--- config.mk ---
export PLATFORM = sky130hd
export DESIGN_NAME = sad_blk_search
export DESIGN_NICKNAME = d
export VERILOG_FILES = /design/src/rtl/sad_blk_search.sv
export SDC_FILE = /design/constraint.sdc
export NUM_CORES = 1
export LEC_CHECK = 0
export ABC_AREA = 1
export BUFFER_PORTS_ARGS = -buffer_cell sky130_fd_sc_hd__buf_2
export CAP_MARGIN = 10
export CORE_MARGIN = 10
export CORE_UTILIZATION = 40
export DETAILED_ROUTE_END_ITERATION = 7
export PLACE_DENSITY = 0.55
export SETUP_SLACK_MARGIN = 0.2
export SYNTH_ARGS = -nofsm -noshare
export SYNTH_HDL_FRONTEND = slang
export SYNTH_SLANG_ARGS = --single-unit
export TNS_END_PERCENT = 50
--- constraint.sdc ---
create_clock -name clk -period 12.75 [get_ports clk]
set_input_delay 1.275 -clock clk [delete_from_list [all_inputs] [get_ports clk]]
set_output_delay 1.275 -clock clk [all_outputs]
set_load 0.02 [all_outputs]
--- src/rtl/sad_blk_search.sv ---
// rtl/sad_blk_search.sv - row-streaming block SAD engine with running minimum search
module sad_blk_search #(
   parameter int DWIDTH     = 8,
   parameter int BLK_W      = 16,
   parameter int BLK_H      = 16,
   parameter int NUM_CAND   = 4,
   parameter int PIPE_STAGE = 2,
   localparam int SAD_W = DWIDTH + $clog2(BLK_W * BLK_H),
   localparam int RW    = (BLK_H > 1) ? $clog2(BLK_H) : 1,
   localparam int CW    = (NUM_CAND > 1) ? $clog2(NUM_CAND) : 1
) (
   input  logic                      clk,
   input  logic                      rst,
   input  logic                      in_vld,
   output logic                      in_rdy,
   input  logic [BLK_W*DWIDTH-1:0]   din,
   input  logic [BLK_W*DWIDTH-1:0]   refi,
   output logic [SAD_W-1:0]          sad,
   output logic [CW-1:0]             sad_idx,
   output logic                      sad_last,
   output logic [SAD_W-1:0]          best_sad,
   output logic [CW-1:0]             best_idx,
   output logic                      out_vld,
   input  logic                      out_rdy
);

   localparam int RSW = DWIDTH + $clog2(BLK_W);
   localparam int N   = PIPE_STAGE + 1;

   logic stall, accept;
   logic [RW-1:0] row_cnt_q, row_cnt_d;
   logic [CW-1:0] cand_cnt_q, cand_cnt_d;

   logic [DWIDTH-1:0] px_abs   [BLK_W];
   logic [DWIDTH-1:0] s0_abs_q [BLK_W];
   logic [DWIDTH-1:0] s0_abs_d [BLK_W];
   logic              s0_vld_q, s0_vld_d, s0_first_q, s0_first_d, s0_last_q, s0_last_d;
   logic [CW-1:0]     s0_idx_q, s0_idx_d;

   logic [RSW-1:0] row_sum;
   logic [RSW-1:0] dl_sum_q [N];
   logic [RSW-1:0] dl_sum_d [N];
   logic [CW-1:0]  dl_idx_q [N];
   logic [CW-1:0]  dl_idx_d [N];
   logic [N-1:0]   dl_vld_q, dl_vld_d, dl_first_q, dl_first_d, dl_last_q, dl_last_d;

   logic [SAD_W-1:0] acc_q, acc_d;
   logic             done_q, done_d;
   logic [CW-1:0]    done_idx_q, done_idx_d;

   logic [SAD_W-1:0] sad_q, sad_d, best_sad_q, best_sad_d;
   logic [CW-1:0]    sad_idx_q, sad_idx_d, best_idx_q, best_idx_d;
   logic             sad_last_q, sad_last_d, out_vld_q, out_vld_d;

   assign stall    = out_vld_q & ~out_rdy;
   assign in_rdy   = ~stall;
   assign accept   = in_vld & ~stall;
   assign sad      = sad_q;
   assign sad_idx  = sad_idx_q;
   assign sad_last = sad_last_q;
   assign best_sad = best_sad_q;
   assign best_idx = best_idx_q;
   assign out_vld  = out_vld_q;

   // One extra sign bit keeps the per-pixel difference exact before taking its magnitude.
   for (genvar i = 0; i < BLK_W; i++) begin : g_abs
      logic signed [DWIDTH:0] diff;
      assign diff      = $signed({1'b0, din[i*DWIDTH +: DWIDTH]}) - $signed({1'b0, refi[i*DWIDTH +: DWIDTH]});
      assign px_abs[i] = diff[DWIDTH] ? DWIDTH'(-diff) : DWIDTH'(diff);
   end

   always_comb begin
      row_cnt_d  = row_cnt_q;
      cand_cnt_d = cand_cnt_q;
      if (accept) begin
         if (row_cnt_q == RW'(BLK_H - 1)) begin
            row_cnt_d  = '0;
            cand_cnt_d = (cand_cnt_q == CW'(NUM_CAND - 1)) ? '0 : cand_cnt_q + 1'b1;
         end else begin
            row_cnt_d = row_cnt_q + 1'b1;
         end
      end
   end

   always_comb begin
      s0_abs_d   = s0_abs_q;
      s0_vld_d   = s0_vld_q;
      s0_first_d = s0_first_q;
      s0_last_d  = s0_last_q;
      s0_idx_d   = s0_idx_q;
      if (!stall) begin
         s0_abs_d   = px_abs;
         s0_vld_d   = accept;
         s0_first_d = (row_cnt_q == '0);
         s0_last_d  = (row_cnt_q == RW'(BLK_H - 1));
         s0_idx_d   = cand_cnt_q;
      end
   end

   always_comb begin
      row_sum = '0;
      for (int i = 0; i < BLK_W; i++) begin
         row_sum = row_sum + RSW'(s0_abs_q[i]);
      end
   end

   // Slot 0 is the row-sum register; slots 1..PIPE_STAGE are pure delay.
   always_comb begin
      dl_sum_d   = dl_sum_q;
      dl_idx_d   = dl_idx_q;
      dl_vld_d   = dl_vld_q;
      dl_first_d = dl_first_q;
      dl_last_d  = dl_last_q;
      if (!stall) begin
         dl_sum_d[0]   = row_sum;
         dl_idx_d[0]   = s0_idx_q;
         dl_vld_d[0]   = s0_vld_q;
         dl_first_d[0] = s0_first_q;
         dl_last_d[0]  = s0_last_q;
         for (int k = 1; k < N; k++) begin
            dl_sum_d[k]   = dl_sum_q[k-1];
            dl_idx_d[k]   = dl_idx_q[k-1];
            dl_vld_d[k]   = dl_vld_q[k-1];
            dl_first_d[k] = dl_first_q[k-1];
            dl_last_d[k]  = dl_last_q[k-1];
         end
      end
   end

   always_comb begin
      acc_d      = acc_q;
      done_d     = done_q;
      done_idx_d = done_idx_q;
      if (!stall) begin
         done_d     = dl_vld_q[N-1] & dl_last_q[N-1];
         done_idx_d = dl_idx_q[N-1];
         if (dl_vld_q[N-1]) begin
            acc_d = dl_first_q[N-1] ? SAD_W'(dl_sum_q[N-1]) : acc_q + SAD_W'(dl_sum_q[N-1]);
         end
      end
   end

   always_comb begin
      out_vld_d  = out_vld_q;
      sad_d      = sad_q;
      sad_idx_d  = sad_idx_q;
      sad_last_d = sad_last_q;
      best_sad_d = best_sad_q;
      best_idx_d = best_idx_q;
      if (!stall) begin
         out_vld_d = done_q;
         if (done_q) begin
            sad_d      = acc_q;
            sad_idx_d  = done_idx_q;
            sad_last_d = (done_idx_q == CW'(NUM_CAND - 1));
            // Strict compare so a tie keeps the earlier candidate.
            if (done_idx_q == '0 || acc_q < best_sad_q) begin
               best_sad_d = acc_q;
               best_idx_d = done_idx_q;
            end
         end
      end
   end

   always_ff @(posedge clk) begin
      if (rst) begin
         row_cnt_q  <= '0;
         cand_cnt_q <= '0;
         s0_vld_q   <= 1'b0;
         s0_first_q <= 1'b0;
         s0_last_q  <= 1'b0;
         s0_idx_q   <= '0;
         dl_vld_q   <= '0;
         dl_first_q <= '0;
         dl_last_q  <= '0;
         acc_q      <= '0;
         done_q     <= 1'b0;
         done_idx_q <= '0;
         out_vld_q  <= 1'b0;
         sad_q      <= '0;
         sad_idx_q  <= '0;
         sad_last_q <= 1'b0;
         best_sad_q <= '0;
         best_idx_q <= '0;
      end else begin
         row_cnt_q  <= row_cnt_d;
         cand_cnt_q <= cand_cnt_d;
         s0_vld_q   <= s0_vld_d;
         s0_first_q <= s0_first_d;
         s0_last_q  <= s0_last_d;
         s0_idx_q   <= s0_idx_d;
         dl_vld_q   <= dl_vld_d;
         dl_first_q <= dl_first_d;
         dl_last_q  <= dl_last_d;
         acc_q      <= acc_d;
         done_q     <= done_d;
         done_idx_q <= done_idx_d;
         out_vld_q  <= out_vld_d;
         sad_q      <= sad_d;
         sad_idx_q  <= sad_idx_d;
         sad_last_q <= sad_last_d;
         best_sad_q <= best_sad_d;
         best_idx_q <= best_idx_d;
      end
   end

   always_ff @(posedge clk) begin
      s0_abs_q <= s0_abs_d;
      dl_sum_q <= dl_sum_d;
      dl_idx_q <= dl_idx_d;
   end

endmodule

==> results.tsv <==
stage	metric	value	unit
synth	yosysWarnings	0	
final_layout	layout-drive-gt1-share	0.1810	
floorplan	boundaryPins	299	
clock_tree	post_cts_hold_buffer_count	0	
clock_tree	cts_tree	built	
sta	rsz0062_at_grt	no	
place	finalWeightedCongestion	0.8309	
synth	async_flop_share	0	
drt	ant_nets	0	
min_path	hold_start	dl_sum_q[27]	
drt	routed_wl	47.61	mm
clock_tree	clockBufferDepth	3	
setup_path	start_kind	flop	
clock_tree	h-tree-depth	1	
drt	first_pass_iters	7	
global_route	grt_max_degree	77	
sta	drv_slew	0	
flow_run	drv_cap	0	
global_route	overflow	0	
sta	fmax	183.1	MHz
global_route	antenna_found_initial	0	
setup_path	crit_buf_inv	5	
drt	post-route-drc-count	0	
run_status	outcome	finished, final reports clean	
place	dpl.hpwl	39.72	mm
setup_path	rr_worst_depth	18	
setup_path	critPathKind	reg -> reg	
place	placed_area	0.02314	mm^2
setup_path	critPathTopFamily	adder cells	
min_path	hold-path-endpoint	dl_sum_q[15]	
floorplan	core	0.05151	mm^2
sta	tightest_slew	1.048	ns
clock_tree	numCtsBuffers	28	
place	io_buffers	298	
final_layout	num_antenna_cells	0	
floorplan	start_util	0.4054	
floorplan	row_count	83	
synth	synth_area_leader_cell	edfxtp_1	
floorplan	fp.dieArea	0.06174	mm^2
global_route	grt_pass1_vias	16470	
setup_path	crit_chain	fa_1, inv_1, fa_1, inv_1, fa_1, inv_1, fa_1, fa_1, inv_1, fa_1, ha_1, inv_1, fa_1, o21ai_0, a21oi_1, nor2_1, nor2_1, xnor2_1	
setup_path	crit_required	13.03	ns
synth	syn_area	0.02088	mm^2
drt	wl_per_cell	14.08	um
clock_tree	clock_sinks	247	
floorplan	chipHeight	248.5	um
clock_tree	postCtsSetupRepairBufs	0	
sta	finalSetupViolCount	0	
min_path	hold_path.class	reg -> reg	
synth	synth_edf_count	170	
synth	synth_top_area_share	0.2445	
setup_path	worst_path_largest_cell_delay	0.55	ns
global_route	busiest_layer	met2	
synth	synth-seq-cells	247	
sta	hold_viol_final	0	
setup_path	rrSetupSlack	7.29	ns
drt	vias	15820	
global_route	met1_usage	0.1995	
setup_path	r2r_start	s0_abs_q[74]	
setup_path	r2r_end	dl_sum_q[32]	
final_layout	synthToLayoutAreaGrowth	15.32	%
clock_tree	cts_root_buf	clkbuf_16	
clock_tree	ctsResizeCount	0	
synth	synthTopCellsByArea	edfxtp_1 (24%), fa_1 (12%), ha_1 (12%)	
clock_tree	insertion_delay	0.54	ns
synth	yosysUniqueCellTypes	47	
floorplan	dieWidth	248.5	um
global_route	grt.total_usage	0.1520	
sta	tns	0	ns
min_path	hold_path_depth	0	
sta	skew	0.01401	ns
global_route	grt_pass1_wl	80.32	mm
clock_tree	clk_pin_slew	0.06	ns
synth	syn_inst	2370	
synth	ys.flop_type	edfxtp_1	
drt	via_per_inst	4.677	
final_layout	filler_cell_count	5020	
setup_path	crit_path_end_kind	flop	
setup_path	cpMostUsedCell	fa_1	
synth	yosysSeqAreaShare	0.3183	
synth	synthTopCellsByCount	inv_1 (557), nand2_1 (306), ha_1 (195)	
drt	drtIter0Drc	633	
final_layout	nets	3261	
synth	synth_most_common_cell	inv_1	
setup_path	crit_fanout	3	
synth	syn-num-nets	2950	
sta	slew_headroom	0.2973	
setup_path	arrival	5.75	ns
sta	min_period_over_period	0.4283	
setup_path	cp_slowest_cell	fa_1	
global_route	grt_use_met3	0.02151	
sta	finalCriticalPeriod	5.461	ns
synth	syn_area_per_cell	8.811	um^2
final_layout	design_area	0.02408	mm^2
global_route	use_met2	0.2631	
area by class of cell:
class	instances	area [um^2]	share of cell area
clock buffer	35	778.2	0.03232
timing repair buffer	301	1514	0.06287
inverter	572	2147	0.08917
tap	680	850.8	0.03533
sequential	247	6646	0.2760
clock inverter	16	162.7	0.006755
multi-input combinational	1531	11980	0.4975
how the worst max path moves through the flow:
stage,cells past startpoint,start,slack (ns),to
2_1_floorplan,3,out_rdy,4.98,in_rdy
3_3_place_gp,18,s0_abs_q[74],7.33,dl_sum_q[32]
3_5_place_dp,18,s0_abs_q[74],7.26,dl_sum_q[32]
4_1_cts,18,s0_abs_q[74],7.26,dl_sum_q[32]
5_1_grt,18,s0_abs_q[74],7.06,dl_sum_q[32]
6_report,18,s0_abs_q[74],7.29,dl_sum_q[32]
metrics by stage:
step                hold WS (ns)  worst slack [ns]  instances    util
finish                    0.4173             7.289       3382  0.4675
CTS                       0.4135             7.260       3382  0.4675
global placement          0.4008             7.331       3331  0.4492
global route              0.4185             7.055       3382  0.4675
detailed placement        0.4045             7.259       3331  0.4492
floorplan                 0.4003             4.984       2370       -
cells by family (layout without fill, tap and decap cells):
| logic type | Yosys count | count (layout) | share of synthesized area |
|---|---|---|---|
| flops | 247 | 247 | 0.3183 |
| fa+ha+maj | 320 | 320 | 0.2367 |
| buf+inv | 592 | 924 | 0.1081 |
| simple gates | 762 | 762 | 0.1677 |
| xor+xnor | 185 | 185 | 0.09413 |
| compound gates | 264 | 264 | 0.07508 |
state kept, by name, indices dropped and copies added, names as in the netlist, 2 cells and up:
name / cells
s0_abs_q: 128
dl_sum_q: 36
acc_q: 16
best_sad: 16
sad: 16
dl_idx_q: 6
row_cnt_q: 4
dl_first_q: 3
dl_last_q: 3
dl_vld_q: 3
best_idx: 2
cand_cnt_q: 2
done_idx_q: 2
s0_idx_q: 2
sad_idx: 2
per-layer routing:
layer / share of wire / up-vias
met5: 0 / -
met4: 0.015 / 0
met3: 0.033 / 39
met2: 0.48 / 235
met1: 0.47 / 7367
li1: - / 8175
layout by cell type (no fill, tap or decap), types with 18 or more instances in the layout:
| cell type | instances |
|---|---|
| nand4_1 | 66 |
| xnor2_2 | 18 |
| dfxtp_1 | 77 |
| nor3_1 | 39 |
| nor2_1 | 133 |
| nand2_2 | 29 |
| buf_2 | 298 |
| inv_1 | 557 |
| o21ai_0 | 66 |
| xor2_1 | 102 |
| nand2_1 | 306 |
| a21oi_1 | 112 |
| xor2_2 | 28 |
| a211oi_1 | 20 |
| clkbuf_16 | 29 |
| xnor2_1 | 37 |
| ha_1 | 195 |
| a21oi_2 | 27 |
| fa_1 | 125 |
| edfxtp_1 | 170 |
| nand3_1 | 133 |
Power is not shown: default switching activity piles up to over one toggle a cycle in this logic, so the estimate is an artifact.
